### src/rtl/coproc_pkg.sv
// Shared constants and FSM state type for the coprocessor byte sequencer.
package coproc_pkg;

    localparam logic [7:0] CMD_LOAD = 8'h01;
    localparam logic [7:0] CMD_READ = 8'h02;
    localparam logic [7:0] CMD_CRST = 8'h03;

    localparam logic [7:0] RSP_ACK = 8'h06;
    localparam logic [7:0] RSP_ERR = 8'hEE;

    localparam logic [2:0] SEL_DIN     = 3'd0;
    localparam logic [2:0] SEL_DIN_DLY = 3'd1;
    localparam logic [2:0] SEL_POS     = 3'd2;
    localparam logic [2:0] SEL_FINAL   = 3'd3;
    localparam logic [2:0] SEL_COUNT   = 3'd4;

    typedef enum logic [3:0] {
        StIdle,
        StLoadPay,
        StIssue,
        StSettle,
        StAckSend,
        StReadSel,
        StReadCap,
        StReadSend,
        StRstPulse,
        StErrSend
    } seq_state_e;

endpackage

### src/rtl/seq_tx_serializer.sv
// LSB-first byte serializer: loads a full word or a single byte and streams it
// over a valid/ready handshake, pulsing done as the last byte is accepted.
module seq_tx_serializer
    import coproc_pkg::*;
#(
    parameter int unsigned WIDTH = 128
) (
    input  logic             clk,
    input  logic             rst,
    input  logic             load_word,
    input  logic             load_byte,
    input  logic [WIDTH-1:0] word,
    input  logic [7:0]       byte_in,
    output logic [7:0]       tx_data,
    output logic             tx_valid,
    input  logic             tx_ready,
    output logic             done
);

    localparam int unsigned NumBytes = WIDTH / 8;
    localparam int unsigned CntW     = $clog2(NumBytes + 1);

    logic [WIDTH-1:0] shift_q, shift_d;
    logic [CntW-1:0]  left_q, left_d;
    logic             accept;

    assign tx_valid = (left_q != '0);
    assign tx_data  = shift_q[7:0];
    assign accept   = tx_valid && tx_ready;
    assign done     = accept && (left_q == CntW'(1));

    always_comb begin
        shift_d = shift_q;
        left_d  = left_q;
        if (load_word) begin
            shift_d = word;
            left_d  = CntW'(NumBytes);
        end else if (load_byte) begin
            shift_d = WIDTH'(byte_in);
            left_d  = CntW'(1);
        end else if (accept) begin
            shift_d = shift_q >> 8;
            left_d  = left_q - CntW'(1);
        end
    end

    always_ff @(posedge clk) begin
        if (rst) begin
            shift_q <= '0;
            left_q  <= '0;
        end else begin
            shift_q <= shift_d;
            left_q  <= left_d;
        end
    end

endmodule

### src/rtl/coproc_sequencer.sv
// UART byte-stream command sequencer for the compute coprocessor.
// Define SEQ_TIMEOUT_EN to build the inter-byte idle timeout.
module coproc_sequencer
    import coproc_pkg::*;
#(
    parameter int unsigned WIDTH_DIN      = 128,
    parameter int unsigned WIDTH_DOUT     = 128,
    parameter int unsigned SETTLE_CYCLES  = 1024,
    parameter int unsigned TIMEOUT_CYCLES = 100000
) (
    input  logic                  clk,
    input  logic                  rst,
    input  logic [7:0]            rx_data,
    input  logic                  rx_valid,
    output logic [7:0]            tx_data,
    output logic                  tx_valid,
    input  logic                  tx_ready,
    output logic [WIDTH_DIN-1:0]  copro_din,
    output logic                  copro_din_valid,
    output logic                  copro_rst,
    output logic [2:0]            copro_sel,
    input  logic [WIDTH_DOUT-1:0] copro_dout,
    output logic                  busy,
    output logic                  overrun
);

    localparam int unsigned NumPay = WIDTH_DIN / 8;
    localparam int unsigned PayW   = $clog2(NumPay + 1);
    localparam int unsigned SetW   = $clog2(SETTLE_CYCLES + 1);

    seq_state_e           state_q, state_d;
    logic [WIDTH_DIN-1:0] din_q, din_d;
    logic [2:0]           sel_q, sel_d;
    logic [PayW-1:0]      pay_q, pay_d;
    logic [SetW-1:0]      settle_q, settle_d;
    logic                 overrun_q, overrun_d;
    logic                 ser_load_word, ser_load_byte, ser_done;
    logic [7:0]           ser_byte;
    logic                 timeout;

`ifdef SEQ_TIMEOUT_EN
    localparam int unsigned IdleW = $clog2(TIMEOUT_CYCLES + 1);

    logic [IdleW-1:0] idle_q;
    logic             idle_run;

    assign idle_run = (state_q == StLoadPay) || (state_q == StReadSel);
    assign timeout  = idle_run && !rx_valid && (idle_q == IdleW'(TIMEOUT_CYCLES - 1));

    always_ff @(posedge clk) begin
        if (rst || !idle_run || rx_valid || timeout) begin
            idle_q <= '0;
        end else begin
            idle_q <= idle_q + IdleW'(1);
        end
    end
`else
    // TIMEOUT_CYCLES only matters when the idle counter is built.
    assign timeout = 1'b0 && (TIMEOUT_CYCLES != 0);
`endif

    always_comb begin
        state_d         = state_q;
        din_d           = din_q;
        sel_d           = sel_q;
        pay_d           = pay_q;
        settle_d        = settle_q;
        overrun_d       = overrun_q;
        ser_load_word   = 1'b0;
        ser_load_byte   = 1'b0;
        ser_byte        = RSP_ACK;
        copro_din_valid = 1'b0;
        copro_rst       = 1'b0;

        unique case (state_q)
            StIdle: begin
                if (rx_valid) begin
                    case (rx_data)
                        CMD_LOAD: begin
                            state_d = StLoadPay;
                            pay_d   = '0;
                        end
                        CMD_READ: state_d = StReadSel;
                        CMD_CRST: state_d = StRstPulse;
                        default: begin
                            state_d       = StErrSend;
                            ser_load_byte = 1'b1;
                            ser_byte      = RSP_ERR;
                        end
                    endcase
                end
            end
            StLoadPay: begin
                if (timeout) begin
                    state_d       = StErrSend;
                    pay_d         = '0;
                    ser_load_byte = 1'b1;
                    ser_byte      = RSP_ERR;
                end else if (rx_valid) begin
                    // Shift right so byte k lands at [8k+7:8k] once the frame is full.
                    din_d = {rx_data, din_q[WIDTH_DIN-1:8]};
                    if (pay_q == PayW'(NumPay - 1)) begin
                        pay_d   = '0;
                        state_d = StIssue;
                    end else begin
                        pay_d = pay_q + PayW'(1);
                    end
                end
            end
            StIssue: begin
                copro_din_valid = 1'b1;
                settle_d        = '0;
                state_d         = StSettle;
            end
            StSettle: begin
                if (settle_q == SetW'(SETTLE_CYCLES - 1)) begin
                    state_d       = StAckSend;
                    ser_load_byte = 1'b1;
                end else begin
                    settle_d = settle_q + SetW'(1);
                end
            end
            StAckSend, StErrSend, StReadSend: begin
                if (ser_done) state_d = StIdle;
            end
            StReadSel: begin
                if (timeout) begin
                    state_d       = StErrSend;
                    ser_load_byte = 1'b1;
                    ser_byte      = RSP_ERR;
                end else if (rx_valid) begin
                    sel_d   = rx_data[2:0];
                    state_d = StReadCap;
                end
            end
            StReadCap: begin
                ser_load_word = 1'b1;
                state_d       = StReadSend;
            end
            StRstPulse: begin
                copro_rst     = 1'b1;
                ser_load_byte = 1'b1;
                state_d       = StAckSend;
            end
            default: state_d = StIdle;
        endcase

        if (rx_valid && !(state_q inside {StIdle, StLoadPay, StReadSel})) begin
            overrun_d = 1'b1;
        end
    end

    always_ff @(posedge clk) begin
        if (rst) begin
            state_q   <= StIdle;
            din_q     <= '0;
            sel_q     <= '0;
            pay_q     <= '0;
            settle_q  <= '0;
            overrun_q <= 1'b0;
        end else begin
            state_q   <= state_d;
            din_q     <= din_d;
            sel_q     <= sel_d;
            pay_q     <= pay_d;
            settle_q  <= settle_d;
            overrun_q <= overrun_d;
        end
    end

    seq_tx_serializer #(
        .WIDTH (WIDTH_DOUT)
    ) u_tx (
        .clk       (clk),
        .rst       (rst),
        .load_word (ser_load_word),
        .load_byte (ser_load_byte),
        .word      (copro_dout),
        .byte_in   (ser_byte),
        .tx_data   (tx_data),
        .tx_valid  (tx_valid),
        .tx_ready  (tx_ready),
        .done      (ser_done)
    );

    assign copro_din = din_q;
    assign copro_sel = sel_q;
    assign busy      = (state_q != StIdle);
    assign overrun   = overrun_q;

endmodule

### config.mk
export PLATFORM = sky130hd
export DESIGN_NAME = coproc_sequencer
export DESIGN_NICKNAME = d
export VERILOG_FILES = /design/src/rtl/coproc_pkg.sv /design/src/rtl/seq_tx_serializer.sv /design/src/rtl/coproc_sequencer.sv
export SDC_FILE = /design/constraint.sdc
export NUM_CORES = 1
export LEC_CHECK = 0
export CORE_UTILIZATION = 45
export DETAILED_ROUTE_END_ITERATION = 16
export GPL_TIMING_DRIVEN = 0
export PLACE_DENSITY = 0.77
export SYNTH_ARGS = -nofsm -noshare
export SYNTH_HDL_FRONTEND = slang
export SYNTH_SLANG_ARGS = --single-unit
### constraint.sdc
create_clock -name clk -period 1.9 [get_ports clk]
set_input_delay 0.475 -clock clk [delete_from_list [all_inputs] [get_ports clk]]
set_output_delay 0.475 -clock clk [all_outputs]
set_load 0.02 [all_outputs]
==> flow_summary.ini <==
[outcome]
status = finished, violations left
failed_checks = setup timing

[global_route]
globalRouteMet1Util_pct = 33.5
global_route.usage.met2_pct = 41.8
globalRoute.totalOverflow = 0
busiest_layer = met2
grt_usage_pct = 25.1
number_of_antenna_violations_at_the_first_check_in_global_routing = 3
grt_max_degree = 15
grt_pass1_wl_um = 52800
grt_pass1_vias = 10400
use_met3_pct = 3.39

[drt]
drt-vias-per-instance = 5.37
routed_wirelength_um = 36600
detail-route-antenna-nets = 0
first_pass_iters = 5
routed-via-count = 11000
first_iter_violations = 747
route.detailed.drc = 0
drt-wirelength-per-cell_um = 17.9

[synth]
ys_types = 59
synth.cell_area_um2 = 11400
synth_sequential_area_ratio_pct = 50.0
synth.avg_cell_area_um2 = 8.65
async_set_reset_flop_share_out_of_synthesis_pct = 0
edff_count_synth = 0
syn_inst = 1320
synth-seq-cells = 285
synth-warning-count = 0
synth_ff_type = sky130_fd_sc_hd__dfxtp_1
mappedNetlistNets = 1465

[power_and_ir_drop]
combinational_share_of_power_pct = 41.0
clock_power_share_pct = 28.1
pwr-share-seq_pct = 30.9
switching_share_pct = 33.4
power.total_uw = 21300
power_switching_uw = 7130
power.density_nw_per_um2 = 1240
vdd_ir_max_mv = 0.640
leakagePower_uw = 0.00690
internal_power_uw = 14200

[clock_network]
cts_inserted_buffers = 29
cts_root_buffer = sky130_fd_sc_hd__clkbuf_16
worst_setup_hold_path_clk_slew_ps = 60
cts_tree = done
cts.hold.buffers_added = 0
clkLatencyLatePin_ps = 550
cts-htree-levels = 1
clkSinkCount = 285
ctsLongestPathBuffers = 3

[worst_setup_path]
timing.critical_path.slowest_cell_delay_ps = 470
setup.reg_to_reg.worst_slack_ps = -230
worstPathMaxFanout = 3
critPathLaunchType = register
timing_worst_setup_path_type = reg -> out
timing.reg2reg.worst_path_depth = 8
cp_cell_sequence = inv_4 > ha_4 > or4b_4 > buf_6
timing.critical_path.required_ps = 1420
crit_path_top_delay_cell = sky130_fd_sc_hd__or4b_4
endpoint_kind = primary output
timing.rr.start = state_q[3]
cp.arrival_ps = 1700
r2r_end = u_tx.shift_q[110]

[sta]
setup_viol = 137
finClkSkew_ps = 20.2
finalCritPeriodShare_pct = 114
slew_violations = 0
post-route-worst-setup-slack_ps = -275
setup_total_negative_slack_ps = -17770
hold_viol = 0
achievable-frequency_ghz = 0.460
post_layout_min_period_ps = 2170
finalHoldWorstSlack_ps = 246
rsz0062_at_grt = true
timing.slew.headroom_pct = 52.3
tightest_slew_ps = 715

[min_path]
sink_of_the_worst_hold_path = copro_din[123]
min_from = rx_data[3]
hold_path_depth = 3
hold_path_class = in -> reg

[floorplan]
floorplan.die.height_um = 161
boundaryPins = 284
dieArea_um2 = 26000
initial_core_util_pct = 46.4
fp-row-count = 57
dieWidth_um = 161
placeableCoreArea_um2 = 24600

[job]
maxCapViolCount = 0

[cells_and_area]
area.growth.synth_to_final_pct = 51.1
layout.core_utilization_pct = 70.1
layout.nets = 1841
post_route_cells_drive_above_1_share_pct = 21.7

[placement]
detailed_place_hpwl_um = 23500
placement.io_buffers = 282
dp_worst_setup_slack_ps = -818
gp_congestion = 0.834
[layout make-up]
cell class | instances | area, µm²
fill | 1851 | 7360
multi-input combinational | 929 | 5890
sequential | 285 | 5730
timing repair buffer | 348 | 3410
clock buffer | 42 | 845
buffer | 97 | 773
tap | 324 | 405
clock inverter | 10 | 156
inverter | 6 | 27.5
antenna | 3 | 7.51
[sequential cells by signal, summed over array words and instances (netlist names)]
signal	cells
settle_q	11
u_tx.left_q	5
pay_q	5
copro_din	128
overrun	1
state_q	4
u_tx.shift_q	128
copro_sel	3
[what timing repair did]
action / CTS / global route
pin swaps: 26 / 126
buffers inserted: 25 / 29
gates cloned: 13 / 3
resized for setup: 277 / 309
endpoints found under the setup margin: 415 / 267
[cell usage after synthesis, drive strengths merged (3+ instances only)]
cell	count	area share (%)
a2111oi	3	0.23
a211oi	7	0.55
a21oi	145	6.4
a311oi	3	0.29
a32oi	8	0.61
and2	3	0.16
buf	47	2.8
clkbuf	55	1.9
dfxtp	285	50
ha	5	0.55
inv	6	0.20
mux2	3	0.30
mux2i	117	10
nand2	381	13
nand2b	4	0.22
nand3	7	0.31
nand4	3	0.16
nor2	39	1.3
nor2b	7	0.38
nor3	7	0.35
nor3b	4	0.26
nor4	5	0.54
nor4b	3	0.29
o21ai	126	6.1
or2	3	0.16
or3	4	0.22
or4	5	0.36
xnor2	11	0.84
xor2	3	0.23
[kinds of logic (layout without fill, tap and decap cells)]
logic type / Yosys count / in the layout / share of synthesized area (%)
XOR/XNOR: 14 / 14 / 1.07
AND/OR/NAND/NOR: 485 / 487 / 18.0
adder cells (fa/ha/maj): 5 / 5 / 0.548
other: 0 / 3 / 0
flip-flops: 285 / 285 / 50.0
buffers and inverters: 108 / 503 / 4.92
multiplexers: 120 / 120 / 10.6
AO/OA/AOI/OAI: 303 / 303 / 14.9
[worst max-delay path by stage]
stage	startpoint	end	slack (ps)
finish	u_tx.left_q[0]	tx_valid	-270
global route	u_tx.left_q[0]	tx_valid	-320
CTS	state_q[1]	busy	-300
detailed placement	rx_data[3]	u_tx.left_q[1]	-820
global placement	rx_data[3]	u_tx.left_q[1]	-780
floorplan	state_q[1]	u_tx.shift_q[102]	-80
[cells in the final DEF (no fill, tap or decap), drive strengths merged, types with 4 or more instances in the layout]
master         instances
nand2                383
dfxtp                285
a21oi                145
dlygate4sd2          143
clkdlybuf4s50        129
o21ai                126
buf                  125
mux2i                117
clkbuf                84
nor2                  39
xnor2                 11
a32oi                  8
nor2b                  7
nor3                   7
nand3                  7
a211oi                 7
inv                    7
dlymetal6s2s           6
or4                    5
nor4                   5
ha                     5
bufinv                 4
clkinv                 4
or3                    4
nor3b                  4
nand2b                 4
[metal layers]
layer / share of wire (%) / wire length [µm]
met4: 3.7 / 1370
met2: 48 / 17500
met1: 43 / 15700
met3: 5.5 / 2030
met5: 0 / 0
[worst max-delay path: cells and delay by family (launching register included)]
| kind | cells | cell delay [ps] |
|---|---|---|
| buffers and inverters | 2 | 220 |
| DFF | 1 | 360 |
| and+or+nand+nor | 1 | 470 |
| adders and majority gates | 1 | 120 |
[stage by stage]
step / std cells / instance area [µm²]
detailed placement: 1926 / 14800
floorplan: 1320 / 11500
global placement: 1926 / 14800
finish: 2044 / 17200
global route: 2044 / 17200
CTS: 2016 / 16200
[power groups by stage]
stage	Combinational, µW	Clock (µW)	Sequential [µW]
after floorplan	4170	0	6630
after global placement	5670	0	6640
after detailed placement	5740	0	6650
after CTS	7060	6010	6550
after global routing	9190	6290	6620
final	8760	5980	6590
Power figures use the tool's default switching activity.
